$ cat src/rtl/db_pkg.sv
// Shared constants and types for the KV key extractor: header match values,
// op flags and the parser state encoding.
package db_pkg;
   localparam logic [15:0] ETH_TYPE_IPV4 = 16'h0800;
   localparam logic [7:0]  IP_VIHL_5     = 8'h45;
   localparam logic [7:0]  IP_PROTO_UDP  = 8'd17;
   localparam logic [3:0]  FLAG_LOOKUP   = 4'h1;
   localparam logic [3:0]  FLAG_INSERT   = 4'h2;
   localparam int          KEY_SIZE      = 96;
   localparam int          FLAG_SIZE     = 4;

   typedef enum logic [1:0] {
      IDLE = 2'd0,
      HDR  = 2'd1,
      SKIP = 2'd2
   } state_t;
endpackage

$ cat src/rtl/db_key_extract_if.sv
// RX tap stream plus DB key handshake. Stream beats move on tvalid && tready;
// a key moves on key_valid, which is only raised while key_ready is high.
interface db_key_extract_if;
   import db_pkg::*;

   logic [63:0]           s_axis_tdata;
   logic [7:0]            s_axis_tkeep;
   logic                  s_axis_tvalid;
   logic                  s_axis_tlast;
   logic                  s_axis_tready;
   logic [KEY_SIZE-1:0]   key_out;
   logic [FLAG_SIZE-1:0]  flag_out;
   logic                  key_valid;
   logic                  key_ready;

   modport master (
      output s_axis_tdata, s_axis_tkeep, s_axis_tvalid, s_axis_tlast, key_ready,
      input  s_axis_tready, key_out, flag_out, key_valid
   );

   modport slave (
      input  s_axis_tdata, s_axis_tkeep, s_axis_tvalid, s_axis_tlast, key_ready,
      output s_axis_tready, key_out, flag_out, key_valid
   );
endinterface

$ cat src/rtl/db_key_fifo.sv
// Synchronous FIFO with wrapping extra-bit pointers. A push while full is
// accepted only when a pop frees the head slot on the same edge.
module db_key_fifo #(
   parameter int W     = 100,
   parameter int DEPTH = 4
) (
   input  logic         clk,
   input  logic         rst_n,
   input  logic         push_i,
   input  logic         pop_i,
   input  logic [W-1:0] wdata_i,
   output logic [W-1:0] rdata_o,
   output logic         full_o,
   output logic         empty_o
);
   localparam int AW = $clog2(DEPTH);

   logic [W-1:0] mem [DEPTH];
   logic [AW:0]  wr_q, rd_q;
   logic         wr_en, rd_en;

   assign full_o  = (wr_q[AW] != rd_q[AW]) && (wr_q[AW-1:0] == rd_q[AW-1:0]);
   assign empty_o = (wr_q == rd_q);
   assign wr_en   = push_i && (!full_o || pop_i);
   assign rd_en   = pop_i && !empty_o;
   assign rdata_o = mem[rd_q[AW-1:0]];

   always_ff @(posedge clk or negedge rst_n) begin
      if (!rst_n) begin
         wr_q <= '0;
         rd_q <= '0;
      end else begin
         if (wr_en) wr_q <= wr_q + 1'b1;
         if (rd_en) rd_q <= rd_q + 1'b1;
      end
   end

   always_ff @(posedge clk) begin
      if (wr_en) mem[wr_q[AW-1:0]] <= wdata_i;
   end
endmodule

$ cat src/rtl/db_key_extract.sv
// Passive Ethernet/IPv4/UDP header parser: builds a {srcIP,dstIP,dstPort,0}
// key per qualifying frame and queues it for the DB lookup stage.
module db_key_extract
   import db_pkg::*;
#(
   parameter int          FIFO_DEPTH = 4,
   parameter logic [15:0] WATCH_PORT = 16'd53,
   parameter int          KEY_SIZE   = 96,
   parameter int          FLAG_SIZE  = 4
) (
   input  logic                 clk,
   input  logic                 rst_n,
   db_key_extract_if.slave      bus,
   output logic [31:0]          stat_frames,
   output logic [31:0]          stat_keys,
   output logic [31:0]          stat_drops,
   output state_t               dbg_state_o
);
   state_t                 state_q;
   logic                   tready_q;
   logic [2:0]             beat_q;
   logic [31:0]            sip_q;
   logic [15:0]            dip_hi_q;
   logic                   push_q;
   logic [KEY_SIZE-1:0]    key_q;
   logic [FLAG_SIZE-1:0]   flag_q;
   logic [31:0]            frames_q, keys_q, drops_q;

   logic                   beat, last;
   logic [63:0]            d;
   logic [7:0]             keep;
   logic                   b1_ok, b2_ok, b3_ok, b4_ok;
   logic [15:0]            src_port;
   logic                   fifo_full, fifo_empty, fifo_pop;
   logic [KEY_SIZE+FLAG_SIZE-1:0] fifo_rdata;

   assign d        = bus.s_axis_tdata;
   assign keep     = bus.s_axis_tkeep;
   assign beat     = bus.s_axis_tvalid && tready_q;
   assign last     = bus.s_axis_tlast;
   assign src_port = {d[23:16], d[31:24]};

   // Wire order is byte 0 in [7:0], so multi-byte fields are byte-swapped here.
   assign b1_ok = ({d[39:32], d[47:40]} == ETH_TYPE_IPV4) && (d[55:48] == IP_VIHL_5) && (&keep);
   assign b2_ok = (d[63:56] == IP_PROTO_UDP) && (&keep);
   assign b3_ok = &keep;
   assign b4_ok = &keep[5:0];

   always_ff @(posedge clk or negedge rst_n) begin
      if (!rst_n) begin
         state_q  <= IDLE;
         tready_q <= 1'b0;
         beat_q   <= '0;
         sip_q    <= '0;
         dip_hi_q <= '0;
         push_q   <= 1'b0;
         key_q    <= '0;
         flag_q   <= '0;
         frames_q <= '0;
         keys_q   <= '0;
         drops_q  <= '0;
      end else begin
         tready_q <= 1'b1;
         push_q   <= 1'b0;
         if (beat) begin
            beat_q <= last ? 3'd0 : ((beat_q == 3'd4) ? 3'd4 : beat_q + 3'd1);
            case (state_q)
               IDLE: state_q <= HDR;
               HDR: begin
                  case (beat_q)
                     3'd1: if (!b1_ok) state_q <= SKIP;
                     3'd2: if (!b2_ok) state_q <= SKIP;
                     3'd3: begin
                        sip_q    <= {d[23:16], d[31:24], d[39:32], d[47:40]};
                        dip_hi_q <= {d[55:48], d[63:56]};
                        if (!b3_ok) state_q <= SKIP;
                     end
                     default: begin
                        if (b4_ok) begin
                           push_q <= 1'b1;
                           key_q  <= {sip_q, dip_hi_q, d[7:0], d[15:8], d[39:32], d[47:40], 16'h0000};
                           flag_q <= (src_port == WATCH_PORT) ? FLAG_INSERT : FLAG_LOOKUP;
                        end
                        state_q <= SKIP;
                     end
                  endcase
               end
               default: state_q <= SKIP;
            endcase
            if (last) begin
               state_q  <= IDLE;
               frames_q <= frames_q + 32'd1;
            end
         end
         // A full FIFO still takes the key if the DB drains the head this cycle.
         if (push_q) begin
            if (!fifo_full || fifo_pop) keys_q  <= keys_q + 32'd1;
            else                        drops_q <= drops_q + 32'd1;
         end
      end
   end

   assign fifo_pop = !fifo_empty && bus.key_ready;

   db_key_fifo #(
      .W     (KEY_SIZE + FLAG_SIZE),
      .DEPTH (FIFO_DEPTH)
   ) u_fifo (
      .clk     (clk),
      .rst_n   (rst_n),
      .push_i  (push_q),
      .pop_i   (fifo_pop),
      .wdata_i ({flag_q, key_q}),
      .rdata_o (fifo_rdata),
      .full_o  (fifo_full),
      .empty_o (fifo_empty)
   );

   assign bus.s_axis_tready = tready_q;
   assign bus.key_valid     = fifo_pop;
   assign bus.key_out       = fifo_empty ? '0 : fifo_rdata[KEY_SIZE-1:0];
   assign bus.flag_out      = fifo_empty ? '0 : fifo_rdata[KEY_SIZE+FLAG_SIZE-1:KEY_SIZE];
   assign stat_frames       = frames_q;
   assign stat_keys         = keys_q;
   assign stat_drops        = drops_q;
   assign dbg_state_o       = state_q;
endmodule
$ cat src/flat_wrapper.sv
// flat-port wrapper written by rule: the top's interface ports become plain ports
module db_key_extract_flat import db_pkg::*;
#(
   parameter int          FIFO_DEPTH = 4,
   parameter logic [15:0] WATCH_PORT = 16'd53,
   parameter int          KEY_SIZE   = 96,
   parameter int          FLAG_SIZE  = 4
)
  (clk, rst_n, stat_frames, stat_keys, stat_drops, dbg_state_o, bus_s_axis_tdata, bus_s_axis_tkeep, bus_s_axis_tvalid, bus_s_axis_tlast, bus_key_ready, bus_s_axis_tready, bus_key_out, bus_flag_out, bus_key_valid);
  db_key_extract_if bus_i ();
  input  logic clk;
  input  logic rst_n;
  output logic [31:0] stat_frames;
  output logic [31:0] stat_keys;
  output logic [31:0] stat_drops;
  output state_t dbg_state_o;
  input wire logic [$bits(bus_i.s_axis_tdata)-1:0] bus_s_axis_tdata;
  input wire logic [$bits(bus_i.s_axis_tkeep)-1:0] bus_s_axis_tkeep;
  input wire logic [$bits(bus_i.s_axis_tvalid)-1:0] bus_s_axis_tvalid;
  input wire logic [$bits(bus_i.s_axis_tlast)-1:0] bus_s_axis_tlast;
  input wire logic [$bits(bus_i.key_ready)-1:0] bus_key_ready;
  output wire logic [$bits(bus_i.s_axis_tready)-1:0] bus_s_axis_tready;
  output wire logic [$bits(bus_i.key_out)-1:0] bus_key_out;
  output wire logic [$bits(bus_i.flag_out)-1:0] bus_flag_out;
  output wire logic [$bits(bus_i.key_valid)-1:0] bus_key_valid;
  assign bus_i.s_axis_tdata = bus_s_axis_tdata;
  assign bus_i.s_axis_tkeep = bus_s_axis_tkeep;
  assign bus_i.s_axis_tvalid = bus_s_axis_tvalid;
  assign bus_i.s_axis_tlast = bus_s_axis_tlast;
  assign bus_i.key_ready = bus_key_ready;
  assign bus_s_axis_tready = bus_i.s_axis_tready;
  assign bus_key_out = bus_i.key_out;
  assign bus_flag_out = bus_i.flag_out;
  assign bus_key_valid = bus_i.key_valid;
  db_key_extract #(.FIFO_DEPTH(FIFO_DEPTH), .WATCH_PORT(WATCH_PORT), .KEY_SIZE(KEY_SIZE), .FLAG_SIZE(FLAG_SIZE)) u_core (.clk(clk), .rst_n(rst_n), .bus(bus_i), .stat_frames(stat_frames), .stat_keys(stat_keys), .stat_drops(stat_drops), .dbg_state_o(dbg_state_o));
endmodule
$ cat config.mk
export PLATFORM = sky130hd
export DESIGN_NAME = db_key_extract_flat
export DESIGN_NICKNAME = d
export VERILOG_FILES = /design/src/rtl/db_pkg.sv /design/src/rtl/db_key_extract_if.sv /design/src/rtl/db_key_fifo.sv /design/src/rtl/db_key_extract.sv /design/src/flat_wrapper.sv
export SDC_FILE = /design/constraint.sdc
export NUM_CORES = 1
export LEC_CHECK = 0
export BUFFER_PORTS_ARGS = -buffer_cell sky130_fd_sc_hd__clkbuf_2
export CAP_MARGIN = 20
export CELL_PAD_IN_SITES_DETAIL_PLACEMENT = 2
export CELL_PAD_IN_SITES_GLOBAL_PLACEMENT = 2
export CORE_ASPECT_RATIO = 1.25
export CORE_MARGIN = 1.5
export CORE_UTILIZATION = 44
export DETAILED_ROUTE_END_ITERATION = 10
export PLACE_DENSITY = 0.89
export SETUP_SLACK_MARGIN = 0.2
export SYNTH_ARGS = -nofsm -noshare
export SYNTH_HDL_FRONTEND = slang
export SYNTH_HIERARCHICAL = 1
export SYNTH_SLANG_ARGS = --single-unit
$ cat constraint.sdc
create_clock -name clk -period 6.3 [get_ports clk]
set_input_delay 0.63 -clock clk [delete_from_list [all_inputs] [get_ports clk]]
set_output_delay 0.63 -clock clk [all_outputs]
set_load 0.03 [all_outputs]
==> summary.txt, run 1 <==
Clock tree
  • Clock network latency to the later pin of the worst-skew pair: 0.60 ns
  • Clk pin slew, worst setup/hold paths: 0.06 ns
  • Sink Count: 639
  • CTS Root Buffer Type: clkbuf_16
  • Total CTS buffers: 68
  • Htree depth: 3
  • Maximum root-to-sink buffer count: 3
  • Hold buffers post-CTS: 0
  • TritonCTS clock tree: done
  • Buffer count from post-CTS setup fixing: 0
  • Resized cells post-CTS: 0

Global routing
  • Gr ovfl total: 0
  • Global-route wire length before repair: 108 mm
  • Vias in the first global route: 16259
  • Initial antenna violation count: 9
  • GRT Util Overall: 24.7%
  • Largest net degree at the start of global routing: 97

Setup path
  • Crit Path Class: flop to primary output
  • Critical Path AT: 4.07 ns
  • CP required: 5.67 ns
  • Worst setup EP type: primary output
  • Critical Path Fanout Max: 46
  • Worst R2R Setup Slack: 1.82 ns
  • Startpoint types: flop

Die
  • I/O pin cnt: 277
  • Die H: 273 um
  • # rows: 98
  • Starting Density: 44.7%
  • Die ar.: 59900 um^2
  • Horiz. Die Dim: 219 um
  • Floorplan Core Area: 57500 um^2

Cells and area
  • Nets: 1892
  • Layout fillers: 5115
  • Syn-to-layout area delta: 18.6%
  • Post-route cell area: 30500 um^2
  • Most common cell after layout, fill and taps aside: edfxtp_1
  • Share of layout cells above drive strength 1: 35.0%
  • Most frequent cells in the layout: 400 x edfxtp_1, 276 x clkbuf_2, 237 x dfrtp_1
  • Combined area of the multi-input logic cells: 7530 um^2
  • Reg area: 18000 um^2

Yosys
  • Gate Count Post-Synth: 1422
  • FF+latch count, synth: 639
  • Mapped cell area: 25700 um^2
  • Yosys cell types: 55
  • Seq/Total Area, Yosys: 70.0%
  • Post-synth ARST share: 37.4%
  • YS warnings: 6
  • Syn avg cell area: 18.1 um^2
  • EDFF count, synth: 400
  • Top FF cell, synth: edfxtp_1

Timing
  • Final setup fails: 0
  • RSZ-0062 raised after global routing: no
  • Hold Violations, Final: 0
  • Part of the cycle the worst path needs: 74.6%
  • Relative slew slack: 24.7%
  • Peak Freq: 0.213 GHz
  • TNS Setup: 0 ns
  • Worst-margin pin slew: 1.13 ns
  • Clock period minus worst slack: 4.70 ns
  • Setup Skew: 0.0311 ns
  • Max Slew Vio Count: 0

Detailed routing
  • DR vias: 14335
  • Routed wire length per instance: 27.9 um
  • Vias per cell: 5.50
  • DRC: 0
  • Starting DRT DRC Count: 727
  • Antenna viol nets, final: 0
  • 1st-pass router iterations: 5
  • Total wire length: 72.7 mm

Run
  • Max_cap viols: 0

Placement
  • Placed Area: 28100 um^2
  • RD Place Congestion: 0.784
  • Number of port buffers: 276
  • Dpl hpwl: 46.6 mm

Min path
  • Min-Delay Path Class: primary input to asynchronous set/reset pin

Power and ir drop
  • PD cells: 391 nW/um^2
  • Peak supply drop: 0.315 mV
  • Leak: 0.0127 uW

Run status
  • Status: completed
-- sequential cells by signal, indices dropped and copies added (netlist names) --
register,cells
u_core/bus.s_axis_tready,1
u_core/dip_hi_q,16
u_core/key_q,80
u_core/flag_q,2
u_core/stat_drops,32
u_core/stat_frames,32
u_core/push_q,1
u_core/sip_q,32
u_core/u_fifo/wr_q,3
u_core/u_fifo/mem,400
u_core/stat_keys,32
u_core/beat_q,3
u_core/u_fifo/rd_q,3
u_core/dbg_state_o,2
-- cell type report --
cell class	instances	share of cell area, %
antenna	2	0.0164
clock buffer	101	6.67
clock inverter	22	0.894
inverter	21	0.267
multi-input combinational	774	24.7
sequential	639	59.0
tap	750	3.08
timing repair buffer	298	5.37
-- metal layers --
| metal | vias to the layer above | global-route usage [%] | share of wire, % |
|---|---|---|---|
| met5 | - | 0 | 0.11 |
| met3 | 118 | 5.01 | 5.3 |
| met1 | 7654 | 29.2 | 38 |
| met2 | 410 | 44.7 | 54 |
| li1 | 6139 | - | - |
| met4 | 14 | 8.24 | 2.6 |
-- power breakdown --
part           internal (uW)  total [uW]  leakage, uW  switching (uW)
clock network           2490        4140      0.00114            1660
logic                   1080        3090      0.00455            2010
registers               4520        4690      0.00697             173
-- worst max-delay path, cell delays in order (launching register included) --
cell and delay [ns]:
dfrtp_4 0.77, buf_4 0.82, buf_4 0.71, mux4_2 0.63, nor2b_1 0.17, clkbuf_2 0.24
-- through the flow --
step | utilization (%) | setup WS (ns) | std cells | hold slack (ns) | power [uW]
after floorplan | - | 1.24 | 1493 | 0.334 | 6900
after global placement | 48.8 | 2.05 | 2476 | 0.471 | 7740
after detailed placement | 48.9 | 1.71 | 2477 | 0.480 | 7880
after CTS | 52.9 | 1.46 | 2600 | 0.119 | 12100
after global routing | 53.0 | 1.21 | 2607 | 0.124 | 12400
final | 53.0 | 1.60 | 2607 | 0.0601 | 11900
-- synth_stat cells, types with 3 or more instances --
library cell	number	area, um^2
and3_1	20	125
buf_4	6	45.0
buf_12	9	180
nor4_1	20	125
nand4_1	36	225
nand2_1	39	146
o21ai_0	4	20.0
mux2_2	55	619
inv_1	21	78.8
dfrtp_1	239	5980
xnor2_1	58	508
nor3_1	22	110
mux2_4	79	1190
nor2_1	17	63.8
mux4_2	100	2250
nor2b_1	100	626
ha_1	13	163
buf_1	10	37.5
nand3_1	31	155
xor2_1	40	350
buf_2	10	50.1
edfxtp_1	400	12000
and4_1	15	131
clkbuf_1	24	90.1
nor4b_1	7	61.3
nor4bb_1	3	30.0
or4_1	4	30.0
-- kinds of logic after synthesis --
family / synth area share [%]
muxes: 15.8
adders and majority gates: 0.633
buffers and inverters: 1.87
xor gates and xnor gates: 3.34
other: 0.0292
DFF: 70.0
and+or+nand+nor: 7.55
AOI/OAI and AO/OA: 0.793
-- worst paths after layout --
| check | start | endpoint | cells after the start |
|---|---|---|---|
| setup / recovery | u_core/u_fifo/rd_q[0] | bus_flag_out[0] | 5 |
| hold / removal | rst_n | u_core/stat_drops[11] | 1 |
| setup reg to reg | u_core/u_fifo/rd_q[1] | u_core/u_fifo/mem[1][21] | 7 |
| hold reg to reg | u_core/stat_frames[31] | u_core/stat_frames[31] | 1 |
| max in group asynchronous | rst_n | u_core/u_fifo/rd_q[0] | 2 |
| min in group clk | bus_s_axis_tdata[6] | u_core/key_q[46] | 2 |
Power figures use the tool's default switching activity.
==> run 2: changes to the inputs <==
ABC_AREA = 1   (was default)
CORE_UTILIZATION = 39   (was 44)
PLACE_DENSITY = 0.9   (was 0.89)
clock period = 4.73 ns   (was 6.3 ns; I/O delays follow)
==> run 2 against run 1 <==
Against the previous run: core utilization is 6.4 points lower; combinational power down 74%; clock power grew 32%; largest cell class unchanged.
==> summary.txt, run 2 <==
Yosys
  • Gate Count Post-Synth: 2584
  • EDFF count, synth: 400
  • Count leader, synth: nand2_1
  • YS warnings: 6
  • Largest cells by area after synthesis: edfxtp_1 45%, dfrtp_1 22%, nand2_1 8.2%
  • Seq/Total Area, Yosys: 67.0%
  • Syn avg cell area: 10.4 um^2
  • Mapped cell area: 26900 um^2
  • Post-synth ARST share: 37.4%
  • Top FF cell, synth: edfxtp_1
  • Synth area leader: edfxtp_1
  • Yosys cell types: 40
  • List of most frequent post-synthesis cells: 590 x nand2_1, 446 x nor2_1, 400 x edfxtp_1
  • Top cell type's share of synthesized area: 44.7%
  • FF+latch count, synth: 639

Placement
  • Number of port buffers: 276
  • Placed Area: 29400 um^2
  • RD Place Congestion: 0.816
  • DP Worst Slack: 0.791 ns
  • Dpl hpwl: 58.1 mm

Timing
  • Max Slew Vio Count: 0
  • Setup ws final: 0.451 ns
  • Hold Violations, Final: 0
  • Setup Skew: 0.0336 ns
  • Peak Freq: 0.234 GHz
  • Clock period minus worst slack: 4.28 ns
  • Relative slew slack: 37.6%
  • RSZ-0062 raised after global routing: no
  • Final setup fails: 0
  • Part of the cycle the worst path needs: 90.5%
  • Worst-margin pin slew: 0.936 ns

Power and ir drop
  • Internal power: 9280 uW
  • Seq pwr share: 49.4%
  • Peak supply drop: 0.212 mV
  • Switch share: 25.1%
  • Total power: 12400 uW
  • PD cells: 390 nW/um^2
  • Combinational power share: 6.4%
  • Part of the power in the clock network: 44.2%
  • Psw: 3100 uW
  • Leak: 0.0143 uW

Detailed routing
  • Vias per cell: 5.33
  • DR vias: 20560
  • Routed wire length per instance: 24.6 um
  • DRC: 0
  • 1st-pass router iterations: 7
  • Total wire length: 94.9 mm
  • Starting DRT DRC Count: 1040
  • Antenna viol nets, final: 0

Global routing
  • GRT Util Overall: 27.1%
  • Global-route wire length before repair: 144 mm
  • Vias in the first global route: 23633
  • Gr ovfl total: 0
  • Largest net degree at the start of global routing: 104
  • Initial antenna violation count: 13

Clock tree
  • Sink Count: 639
  • Maximum root-to-sink buffer count: 3
  • CTS Root Buffer Type: clkbuf_16
  • Clk pin slew, worst setup/hold paths: 0.06 ns
  • Buffer count from post-CTS setup fixing: 0
  • Htree depth: 3
  • TritonCTS clock tree: done
  • Clock network latency to the later pin of the worst-skew pair: 0.63 ns
  • Total CTS buffers: 69

Setup path
  • Worst flop-to-flop path endpoint: u_core/u_fifo/mem[3][38]
  • Crit Path Class: flop to primary output
  • CP required: 4.26 ns
  • Startpoint types: flop
  • R2R cell count: 11
  • Critical Path AT: 3.81 ns
  • Reg2reg start: u_core/u_fifo/rd_q[0]
  • Worst setup path endpoint: bus_key_out[69]
  • Crit path from: u_core/u_fifo/rd_q[0]
  • Critical Path Fanout Max: 85
  • Worst setup EP type: primary output
  • Worst R2R Setup Slack: 0.92 ns

Die
  • Floorplan Core Area: 68100 um^2
  • I/O pin cnt: 277
  • Die ar.: 70500 um^2
  • # rows: 107
  • Horiz. Die Dim: 238 um
  • Die H: 296 um
  • Starting Density: 39.4%

Cells and area
  • Nets: 3013
  • Post-route cell area: 31800 um^2
  • Share of layout cells above drive strength 1: 15.5%
  • Max reg flops: 400
  • Most frequent cells in the layout: 590 x nand2_1, 442 x nor2_1, 400 x edfxtp_1
  • Most common cell after layout, fill and taps aside: nand2_1
  • Layout fillers: 7062
  • Syn-to-layout area delta: 18.3%

Run status
  • Status: completed

Run
  • Max_cap viols: 0

Min path
  • Min-Delay Path Class: primary input to flop
-- run 2: repair_timing --
item | CTS | global route
gates resized for setup | 1 | 0
endpoints found under the setup margin | 5 | 0
hold buffers | 1 | 0
hold endpoints to repair | 85 | 0
-- run 2: worst min path at each step --
stage	from	to	cells after the start
finish	bus_s_axis_tdata[5]	u_core/key_q[45]	3
global route	bus_s_axis_tdata[5]	u_core/key_q[45]	3
CTS	bus_s_axis_tdata[5]	u_core/key_q[45]	3
detailed placement	u_core/sip_q[28]	u_core/key_q[92]	2
global placement	u_core/dip_hi_q[4]	u_core/key_q[52]	2
floorplan	rst_n	u_core/beat_q[0]	0
-- run 2: critical path, stage by stage, from the launching register on --
cell      delay [ns]
dfrtp_4         0.51
inv_6           0.48
nand2_1         0.15
nand2_2         0.13
nand3_1         0.24
inv_4           0.43
buf_4           0.67
nor2_1          0.25
clkbuf_2        0.25
-- run 2: power by group through the flow --
stage               registers, uW  logic, uW  clock network, uW
floorplan                    6240        418                  0
global placement             6210        722                  0
detailed placement           6230        771                  0
CTS                          6120        794               5590
global route                 6130        859               5770
finish                       6120        791               5470
-- run 2: cell families after synthesis --
| logic type | Yosys count | share of synthesized area [%] |
|---|---|---|
| xor gates and xnor gates | 59 | 1.92 |
| adders and majority gates | 13 | 0.606 |
| AOI/OAI and AO/OA | 371 | 7.41 |
| other | 2 | 0.0280 |
| buffers and inverters | 325 | 4.92 |
| muxes | 16 | 0.671 |
| DFF | 639 | 67.0 |
| and+or+nand+nor | 1159 | 17.4 |
-- run 2: routing by layer --
metal / GRT usage [%] / vias up / part of all wire, %
met5: 0 / - / 0.15
met4: 10.0 / 20 / 2.9
met3: 4.44 / 187 / 4.8
met2: 50.9 / 560 / 54
met1: 30.7 / 10602 / 38
li1: - / 9191 / -
-- run 2: final cells by class --
| type | instances | area, um^2 | share of cell area, % |
|---|---|---|---|
| clock inverter | 35 | 335 | 1.06 |
| multi-input combinational | 1691 | 7850 | 24.7 |
| clock buffer | 93 | 1920 | 6.04 |
| tap | 872 | 1090 | 3.43 |
| timing repair buffer | 302 | 1720 | 5.42 |
| inverter | 220 | 840 | 2.64 |
| sequential | 639 | 18000 | 56.7 |
| antenna | 4 | 10.0 | 0.0315 |
-- run 2: metrics by stage --
step	setup TNS, ns	utilization, %	std cells	hold slack (ns)
global route	0	46.6	3856	0.0538
finish	0	46.6	3856	0.0592
detailed placement	0	43.2	3721	0.466
CTS	0	46.5	3850	0.0281
global placement	0	43.1	3719	0.448
floorplan	-93.62	-	2655	0.177
==> run 3: changes to the inputs <==
PLACE_DENSITY = default   (was 0.9)
PLACE_DENSITY_LB_ADDON = 0.2   (was default)
==> run 3 against run 2 <==
Against the previous run: non-clock buffer count did not move; hold slack got worse by 0.011 ns; clock skew is 0.0048 ns lower; via count is 2.6% lower; routed wire length down 9.1%; critical path type is now flop to flop; critical endpoint is now u_core/u_fifo/mem[0][5].
==> summary.txt, run 3 (synthesized netlist as in run 2, its figures left out) <==
Global routing
  • Vias in the first global route: 22905
  • Largest net degree at the start of global routing: 111
  • Met2 usage: 45.8%
  • Initial antenna violation count: 14
  • Global routing usage on met3: 4.45%
  • Gr ovfl total: 0
  • GR peak layer: met2
  • Met1 global-route usage: 28.8%
  • GRT Util Overall: 24.9%
  • Global-route wire length before repair: 134 mm

Timing
  • Worst-margin pin slew: 1.05 ns
  • Hold Violations, Final: 0
  • Max Slew Vio Count: 0
  • Setup Skew: 0.0288 ns
  • Final setup fails: 0
  • RSZ-0062 raised after global routing: no
  • Part of the cycle the worst path needs: 85.2%
  • Relative slew slack: 29.8%
  • Clock period minus worst slack: 4.03 ns
  • TNS Setup: 0 ns
  • Setup ws final: 0.701 ns
  • Peak Freq: 0.248 GHz

Setup path
  • Critical Path Fanout Max: 40
  • CP required: 5.00 ns
  • Startpoint types: flop
  • R2R cell count: 11
  • Worst setup EP type: flop
  • Reg2reg start: u_core/u_fifo/rd_q[0]
  • Crit Path Class: flop to flop
  • Worst flop-to-flop path endpoint: u_core/u_fifo/mem[0][5]
  • Critical Path AT: 4.30 ns
  • Worst R2R Setup Slack: 0.70 ns
  • Crit path from: u_core/u_fifo/rd_q[0]

Placement
  • Number of port buffers: 276
  • RD Place Congestion: 0.813
  • Placed Cells: 3722
  • Dpl hpwl: 56.1 mm
  • DP Worst Slack: 0.696 ns

Die
  • Horiz. Die Dim: 238 um
  • Starting Density: 39.4%
  • # rows: 107
  • I/O pin cnt: 277
  • Die ar.: 70500 um^2
  • Die H: 296 um
  • Floorplan Core Area: 68100 um^2

Cells and area
  • Syn-to-layout area delta: 18.5%
  • Share of layout cells above drive strength 1: 15.3%
  • Max reg flops: 400
  • Most frequent cells in the layout: 590 x nand2_1, 442 x nor2_1, 400 x edfxtp_1
  • Nets: 3012
  • Layout fillers: 7156
  • Non-Filler Instances: 3853
  • Most common cell after layout, fill and taps aside: nand2_1

Power and ir drop
  • Total power: 12400 uW
  • PD cells: 391 nW/um^2
  • Leak: 0.0144 uW
  • Peak supply drop: 0.215 mV

Clock tree
  • Buffer count from post-CTS setup fixing: 0
  • Maximum root-to-sink buffer count: 3
  • Htree depth: 3
  • TritonCTS clock tree: done
  • Sink Count: 639
  • Clock network latency to the later pin of the worst-skew pair: 0.62 ns
  • Total CTS buffers: 68
  • Clk pin slew, worst setup/hold paths: 0.06 ns
  • CTS Root Buffer Type: clkbuf_16

Detailed routing
  • DRC: 0
  • Vias per cell: 5.20
  • Starting DRT DRC Count: 916
  • Routed wire length per instance: 22.4 um
  • Total wire length: 86.3 mm
  • DR vias: 20020
  • 1st-pass router iterations: 5
  • Antenna viol nets, final: 0

Min path
  • Number of stages on the worst hold path: 3
  • Hold_sp: bus_s_axis_tdata[3]
  • Min-Delay Path Class: primary input to flop
  • Hold Path Sink: u_core/key_q[43]

Run
  • Max_cap viols: 0

Run status
  • Status: completed
run 3: cell count changes in the layout (fill, tap and decap cells not counted), sizes merged:
cell / previous run / this run
bufinv: 3 / 7
clkbuf: 368 / 370
clkinv: 24 / 17
clkinvlp: 6 / 3
diode: 4 / 3
inv: 222 / 224
run 3: metal layers:
| layer | part of all wire (%) | up-vias | wire length (um) |
|---|---|---|---|
| met5 | 0.16 | - | 142 |
| met4 | 3.1 | 22 | 2630 |
| met3 | 4.4 | 149 | 3790 |
| met2 | 53 | 416 | 45900 |
| met1 | 39 | 10257 | 33800 |
| li1 | - | 9176 | - |
run 3: cell type report:
| cell class | count | area [um^2] | share of cell area, % |
|---|---|---|---|
| repair buffers | 302 | 1730 | 5.43 |
| clock buffers | 95 | 1940 | 6.08 |
| inverters | 220 | 840 | 2.64 |
| diodes | 3 | 7.51 | 0.0236 |
| flip-flops and latches | 639 | 18000 | 56.6 |
| well taps | 872 | 1090 | 3.43 |
| multi-input cells | 1691 | 7850 | 24.7 |
| clock inverters | 31 | 363 | 1.14 |
run 3: how the worst max path moves through the flow:
stage	slack, ns	end
2_1_floorplan	-0.23	u_core/u_fifo/mem[0][0]
3_3_place_gp	1.02	u_core/u_fifo/mem[0][3]
3_5_place_dp	0.70	u_core/u_fifo/mem[0][5]
4_1_cts	0.65	u_core/u_fifo/mem[0][5]
5_1_grt	0.40	u_core/u_fifo/mem[0][5]
6_report	0.70	u_core/u_fifo/mem[0][5]
run 3: timing repair:
action                    CTS  global route
hold endpoints to repair   44             0
hold buffers                1             0
resized for setup           0             0
run 3: stage by stage:
step / instance area (um^2) / util [%] / hold WS [ns]
after CTS: 31800 / 46.6 / 0.0160
after floorplan: 27100 / - / 0.177
after global placement: 29400 / 43.2 / 0.451
after global routing: 31800 / 46.7 / 0.0461
after detailed placement: 29500 / 43.2 / 0.464
final: 31800 / 46.7 / 0.0483
run 3: where the power goes:
part           internal (uW)  switching, uW
logic                    207            550
clock network           3260           2290
registers               6020            106
total                   9490           2940
run 3: critical path, cell delays in order (launching register included):
cell and delay, ns:
dfrtp_4 0.72, inv_6 0.14, nand2_1 0.11, nand2_2 0.07
nand3_1 0.23, inv_4 0.22, nor2_1 0.48, inv_1 0.13
nand4_2 0.17, nand2_2 0.20, nor2_4 0.75, buf_4 0.44
